--- config.mk ---
export PLATFORM = sky130hd
export DESIGN_NAME = sap3_control
export DESIGN_NICKNAME = d
export VERILOG_FILES = /design/src/rtl/sap3_ctrl_pkg.sv /design/src/rtl/sap3_ucode.sv /design/src/rtl/sap3_control.sv
export SDC_FILE = /design/constraint.sdc
export NUM_CORES = 1
export LEC_CHECK = 0
export BUFFER_PORTS_ARGS = -buffer_cell sky130_fd_sc_hd__buf_2
export CELL_PAD_IN_SITES_DETAIL_PLACEMENT = 1
export CELL_PAD_IN_SITES_GLOBAL_PLACEMENT = 2
export CORE_MARGIN = 2
export CORE_UTILIZATION = 24
export DETAILED_ROUTE_END_ITERATION = 6
export HOLD_SLACK_MARGIN = 0.06
export MAX_ROUTING_LAYER = met4
export PLACE_DENSITY_LB_ADDON = 0.25
export SYNTH_ARGS = -nofsm -noshare
export SYNTH_HDL_FRONTEND = slang
export SYNTH_SLANG_ARGS = --single-unit
--- constraint.sdc ---
create_clock -name clk -period 2.85 [get_ports clk]
set_input_delay 0.855 -clock clk [delete_from_list [all_inputs] [get_ports clk]]
set_output_delay 0.855 -clock clk [all_outputs]
set_load 0.03 [all_outputs]
--- src/rtl/sap3_ctrl_pkg.sv ---
// SAP-3 control sequencer shared definitions: opcodes, ALU ops,
// control-word layout and per-opcode step counts.
package sap3_ctrl_pkg;

    localparam logic [7:0] OP_NOP = 8'h00;
    localparam logic [7:0] OP_MVI = 8'h3E;
    localparam logic [7:0] OP_LDA = 8'h3A;
    localparam logic [7:0] OP_STA = 8'h32;
    localparam logic [7:0] OP_ADD = 8'h80;
    localparam logic [7:0] OP_SUB = 8'h90;
    localparam logic [7:0] OP_INR = 8'h3C;
    localparam logic [7:0] OP_JMP = 8'hC3;
    localparam logic [7:0] OP_JZ  = 8'hCA;
    localparam logic [7:0] OP_OUT = 8'hD3;
    localparam logic [7:0] OP_HLT = 8'h76;

    typedef enum logic [1:0] {
        ALU_ADD  = 2'b00,
        ALU_SUB  = 2'b01,
        ALU_INC  = 2'b10,
        ALU_PASS = 2'b11
    } alu_op_e;

    localparam int CW_PC_OE    = 0;
    localparam int CW_PC_INC   = 1;
    localparam int CW_PC_LOAD  = 2;
    localparam int CW_MAR_WE   = 3;
    localparam int CW_MEM_OE   = 4;
    localparam int CW_MEM_WE   = 5;
    localparam int CW_IR_WE    = 6;
    localparam int CW_Z_WE     = 7;
    localparam int CW_W_WE     = 8;
    localparam int CW_WZ_OE    = 9;
    localparam int CW_A_WE     = 10;
    localparam int CW_A_OE     = 11;
    localparam int CW_ALU_OE   = 12;
    localparam int CW_FLAGS_WE = 13;
    localparam int CW_OUT_WE   = 14;
    localparam int CW_ALU      = 15;
    localparam int CW_W        = 17;

    typedef logic [CW_W-1:0] cw_t;

    // Total T-steps including the two fetch steps; unknown opcodes run as NOP.
    function automatic logic [3:0] op_steps(input logic [7:0] op);
        case (op)
            OP_MVI:         op_steps = 4'd4;
            OP_OUT:         op_steps = 4'd5;
            OP_JMP, OP_JZ:  op_steps = 4'd7;
            OP_LDA, OP_STA: op_steps = 4'd8;
            default:        op_steps = 4'd3;
        endcase
    endfunction

endpackage

--- src/rtl/sap3_ucode.sv ---
// Combinational microcode decoder: (t, ir, flag_z) -> control word
// plus a flag marking the final step of the instruction.
module sap3_ucode
    import sap3_ctrl_pkg::*;
#(
    parameter int TW = 3
) (
    input  logic [TW-1:0] t,
    input  logic [7:0]    ir,
    input  logic          flag_z,
    output cw_t           cw,
    output logic          last
);

    int   tn;
    logic opzw;

    assign tn   = int'(t);
    assign opzw = (ir == OP_LDA) || (ir == OP_STA) ||
                  (ir == OP_JMP) || (ir == OP_JZ);

    always_comb begin
        cw   = '0;
        last = 1'b0;
        if (tn == 0) begin
            cw[CW_PC_OE]  = 1'b1;
            cw[CW_MAR_WE] = 1'b1;
        end else if (tn == 1) begin
            cw[CW_MEM_OE] = 1'b1;
            cw[CW_IR_WE]  = 1'b1;
            cw[CW_PC_INC] = 1'b1;
        end else begin
            last = (tn == int'(op_steps(ir)) - 1);
            if (opzw) begin
                case (tn)
                    2, 4: begin
                        cw[CW_PC_OE]  = 1'b1;
                        cw[CW_MAR_WE] = 1'b1;
                    end
                    3, 5: begin
                        cw[CW_MEM_OE] = 1'b1;
                        cw[CW_PC_INC] = 1'b1;
                        cw[CW_Z_WE]   = (tn == 3);
                        cw[CW_W_WE]   = (tn == 5);
                    end
                    6: begin
                        cw[CW_WZ_OE]   = 1'b1;
                        cw[CW_MAR_WE]  = (ir == OP_LDA) || (ir == OP_STA);
                        cw[CW_PC_LOAD] = (ir == OP_JMP) ||
                                         ((ir == OP_JZ) && flag_z);
                    end
                    7: begin
                        cw[CW_MEM_OE] = (ir == OP_LDA);
                        cw[CW_A_WE]   = (ir == OP_LDA);
                        cw[CW_A_OE]   = (ir == OP_STA);
                        cw[CW_MEM_WE] = (ir == OP_STA);
                    end
                    default: ;
                endcase
            end else begin
                case (ir)
                    OP_MVI, OP_OUT: begin
                        if (tn == 2) begin
                            cw[CW_PC_OE]  = 1'b1;
                            cw[CW_MAR_WE] = 1'b1;
                        end else if (tn == 3) begin
                            cw[CW_MEM_OE] = 1'b1;
                            cw[CW_PC_INC] = 1'b1;
                            cw[CW_A_WE]   = (ir == OP_MVI);
                            cw[CW_Z_WE]   = (ir == OP_OUT);
                        end else if (tn == 4 && ir == OP_OUT) begin
                            cw[CW_A_OE]   = 1'b1;
                            cw[CW_OUT_WE] = 1'b1;
                        end
                    end
                    OP_ADD, OP_SUB, OP_INR: begin
                        if (tn == 2) begin
                            cw[CW_ALU_OE]   = 1'b1;
                            cw[CW_A_WE]     = 1'b1;
                            cw[CW_FLAGS_WE] = 1'b1;
                            cw[CW_ALU+:2]   = (ir == OP_ADD) ? ALU_ADD :
                                              (ir == OP_SUB) ? ALU_SUB :
                                                               ALU_INC;
                        end
                    end
                    default: ;
                endcase
            end
        end
    end

endmodule

--- src/rtl/sap3_control.sv ---
// SAP-3 control sequencer: T-state counter, halt latch and
// gating of the microcode control word onto the datapath strobes.
module sap3_control
    import sap3_ctrl_pkg::*;
#(
    parameter int TW = 3
) (
    input  logic          clk,
    input  logic          rst,
    input  logic [7:0]    ir,
    input  logic          flag_z,
    output logic          pc_oe,
    output logic          pc_inc,
    output logic          pc_load,
    output logic          mar_we,
    output logic          mem_oe,
    output logic          mem_we,
    output logic          ir_we,
    output logic          z_we,
    output logic          w_we,
    output logic          wz_oe,
    output logic          a_we,
    output logic          a_oe,
    output logic          alu_oe,
    output logic          flags_we,
    output logic [1:0]    alu_op,
    output logic          out_we,
    output logic [TW-1:0] t_state,
    output logic          halted
);

    logic [TW-1:0] t;
    logic          hlt;
    logic          last;
    cw_t           cw;
    cw_t           cwg;

    sap3_ucode #(.TW(TW)) u_ucode (
        .t      (t),
        .ir     (ir),
        .flag_z (flag_z),
        .cw     (cw),
        .last   (last)
    );

    // HLT ends at T2 but parks the counter there instead of wrapping.
    always_ff @(posedge clk or posedge rst) begin
        if (rst) begin
            t   <= '0;
            hlt <= 1'b0;
        end else if (!hlt) begin
            if (last && ir == OP_HLT) begin
                hlt <= 1'b1;
            end else if (last) begin
                t <= '0;
            end else begin
                t <= t + 1'b1;
            end
        end
    end

    assign cwg = (rst || hlt) ? '0 : cw;

    assign pc_oe    = cwg[CW_PC_OE];
    assign pc_inc   = cwg[CW_PC_INC];
    assign pc_load  = cwg[CW_PC_LOAD];
    assign mar_we   = cwg[CW_MAR_WE];
    assign mem_oe   = cwg[CW_MEM_OE];
    assign mem_we   = cwg[CW_MEM_WE];
    assign ir_we    = cwg[CW_IR_WE];
    assign z_we     = cwg[CW_Z_WE];
    assign w_we     = cwg[CW_W_WE];
    assign wz_oe    = cwg[CW_WZ_OE];
    assign a_we     = cwg[CW_A_WE];
    assign a_oe     = cwg[CW_A_OE];
    assign alu_oe   = cwg[CW_ALU_OE];
    assign flags_we = cwg[CW_FLAGS_WE];
    assign alu_op   = cwg[CW_ALU+:2];
    assign out_we   = cwg[CW_OUT_WE];
    assign t_state  = t;
    assign halted   = hlt;

endmodule

==> qor.yml <==
async_flop_share: 1.00
wire_per_inst_um: 16.9
yosys_warnings: 0
synth_simple_gate_area_frac: 0.387
area_growth_pct: 121
cts_root_buffer: "sky130_fd_sc_hd__clkbuf_4"
failed_checks: "setup timing"
synthXorXnorAreaFrac: 0.0300
transition_time_of_the_tightest_slew_check_pin_ps: 428
grt_busiest_layer: "met2"
worstSetupStartpointType: "primary input"
final.setup_skew_ps: 2.18
muxShareOfSynthArea: 0
vias_in_the_first_global_route: 1304
synth_top_family_by_area: "simple AND/OR/NAND/NOR gates"
setup_tns_ps: -6220
route.final.wire_length_um: 4000
antenna_cells: 0
route.vias.total: 1232
total_power_mw: 1.10
period_share: 1.16
synth_adder_area_share: 0.100
globalRouteMet2Util: 0.368
max_clock_buf_depth: 2
drv.max_cap_violation_count: 0
ff2ff_setup_slack_ps: 520
end_kind: "output port"
placement_row_count: 21
grt-ovfl-total: 0
min_period_ps: 3320
synth_area_leaders: "sky130_fd_sc_hd__dfrtp_1 (11%), sky130_fd_sc_hd__ha_1 (10%), sky130_fd_sc_hd__nor2_1 (5.1%), sky130_fd_sc_hd__nor4_1 (4.3%), sky130_fd_sc_hd__a21oi_1 (4.0%)"
detail_route.vias_per_cell: 5.20
final_common_cell: "sky130_fd_sc_hd__buf_4"
start_util: 0.256
route.antenna.remaining_nets: 0
clk_transition_reported_paths_ps: 40
critical_path_peak_fanout: 5
groute.usage.overall: 0.190
die_area_mm2: 0.00415
synth_edf_count: 0
tritoncts: "built"
cts_hold_buf: 0
synth.largest_area_cell: "sky130_fd_sc_hd__dfrtp_1"
required_ps: 2000
cts_inserted_buffers: 3
die_y_um: 64.4
postSynthCellCount: 110
reg2regPathDepth: 8
synth_top_flop_cell: "sky130_fd_sc_hd__dfrtp_1"
outcome: "finished with violations"
final-instance-count-excl-fill: 237
global_route.usage.met1: 0.209
numClockSinks: 4
clk_latency_ps: 230
count_of_input_and_output_buffers: 31
synth_cell_types: 49
synth_seq_cells: 4
cts_max_level: 1
top_level_ports: 32
rr_endpoint: "t_state[1]"
r2r-start: "t_state[1]"
yosys.area.top_type_share: 0.114
layout.core_utilization: 0.566
irDropWorstVdd_mv: 0.550
numPlacedInstances: 219
synth.net_count: 128
power_per_cell_area_mw_per_mm2: 569
syn_area_um2: 876
drtPass1Iterations: 4
iteration_0_drc_markers: 31
final-hold-violation-count: 0
min-delay-path-class: "in2async"
static_leakage_power_nw: 0.863
synth.avg_cell_area_um2: 7.96
antenna_found_initial: 0
fp.coreArea_mm2: 0.00342
clock.fmax_mhz: 301
drt_drc_violations_left: 0
grt_start_max_net_pins: 14
grt_pass1_wl_um: 6000
crit_type: "in2out"
gp_congestion: 0.827
fp.dieW_um: 64.4
rsz0062_at_grt: "true"
fraction_of_final_layout_cells_with_drive_strength_greater_than_1: 0.681
layout.cells.most_common_list: "sky130_fd_sc_hd__buf_4 (42), sky130_fd_sc_hd__buf_6 (26), sky130_fd_sc_hd__buf_2 (9), sky130_fd_sc_hd__inv_1 (8), sky130_fd_sc_hd__nor2_1 (7)"
synth_sequential_area_ratio: 0.114
slew_headroom: 0.715
post_detail_place_hpwl_um: 2810
num-nets-final: 211
finalMaxSlewViolations: 0
synth-compound-area-share: 0.304
hold-worst-slack_ps: 659
critical_path_arrival_ps: 2460
report.final.setup_viol: 20
setup_ws_ps: -469
gr_util_met3: 0.0139
[final cells by class]
type	count	area (um^2)
repair buffers	82	726
flip-flops and latches	4	100
clock buffers	3	22.5
fillers	391	1480
multi-input cells	94	997
inverters	8	30.0
well taps	46	57.6
[Yosys cell counts, drive strengths merged (2+ instances only)]
| cell type | instances |
|---|---|
| inv | 8 |
| nand2b | 4 |
| a211o | 2 |
| ha | 7 |
| dfrtp | 4 |
| o21ai | 7 |
| or3b | 2 |
| nor4 | 7 |
| and3 | 2 |
| xor2 | 2 |
| a31oi | 2 |
| nand3 | 2 |
| nor3 | 4 |
| nand2 | 8 |
| nor2 | 12 |
| a21oi | 7 |
| a2111oi | 2 |
| clkbuf | 2 |
| buf | 2 |
[cell families (layout without fill, tap and decap cells)]
kind of cell,count (synthesis),in the layout
adder cells (fa/ha/maj),7,7
XOR/XNOR,3,3
flip-flops,4,4
AO/OA/AOI/OAI,32,32
AND/OR/NAND/NOR,52,52
buffers and inverters,12,93
[metal layers]
metal / part of all wire / routed length, um / up-vias
met1: 0.40 / 1600 / 617
met2: 0.57 / 2280 / 22
met5: 0 / 0 / -
met4: 0.016 / 64 / 0
met3: 0.013 / 51 / 8
li1: - / - / 585
[sequential cells by signal, indices dropped and copies added, names as in the netlist]
register and cells:
t_state 3, halted 1
[report_power, final]
part / total [mW] / internal, mW / switching [mW]
logic: 0.923 / 0.397 / 0.526
clock network: 0.0686 / 0.0470 / 0.0216
registers: 0.108 / 0.0820 / 0.0264
total: 1.10 / 0.526 / 0.574
[what timing repair did]
| item | in CTS | in global routing |
|---|---|---|
| endpoints found under the setup margin | 20 | 20 |
| cloned | 0 | 0 |
| endpoints found under the hold margin | 0 | 0 |
| gates resized for setup | 51 | 29 |
| pin swaps | 23 | 26 |
| setup buffers | 10 | 10 |
[critical path, cell delays in order]
cell and delay (ps):
sky130_fd_sc_hd__buf_8 100, sky130_fd_sc_hd__or3b_4 400, sky130_fd_sc_hd__a211oi_4 260, sky130_fd_sc_hd__o21a_2 250
sky130_fd_sc_hd__a21oi_4 90, sky130_fd_sc_hd__buf_12 130, sky130_fd_sc_hd__o41ai_4 190, sky130_fd_sc_hd__buf_4 200
[stage by stage]
stage	instance area, um^2	setup slack, ps
global route	1930	-516
finish	1930	-469
floorplan	1030	-381
global placement	1500	-474
detailed placement	1500	-541
CTS	1770	-461
[how the worst max path moves through the flow]
stage	from	end	slack [ps]	depth (start not counted)
floorplan	ir[2]	alu_op[0]	-380	5
global placement	ir[3]	z_we	-470	8
detailed placement	ir[0]	pc_oe	-540	7
CTS	ir[4]	mar_we	-460	8
global route	ir[0]	z_we	-520	8
finish	ir[0]	pc_oe	-470	8
No activity file was read; power rests on OpenSTA's default activity.
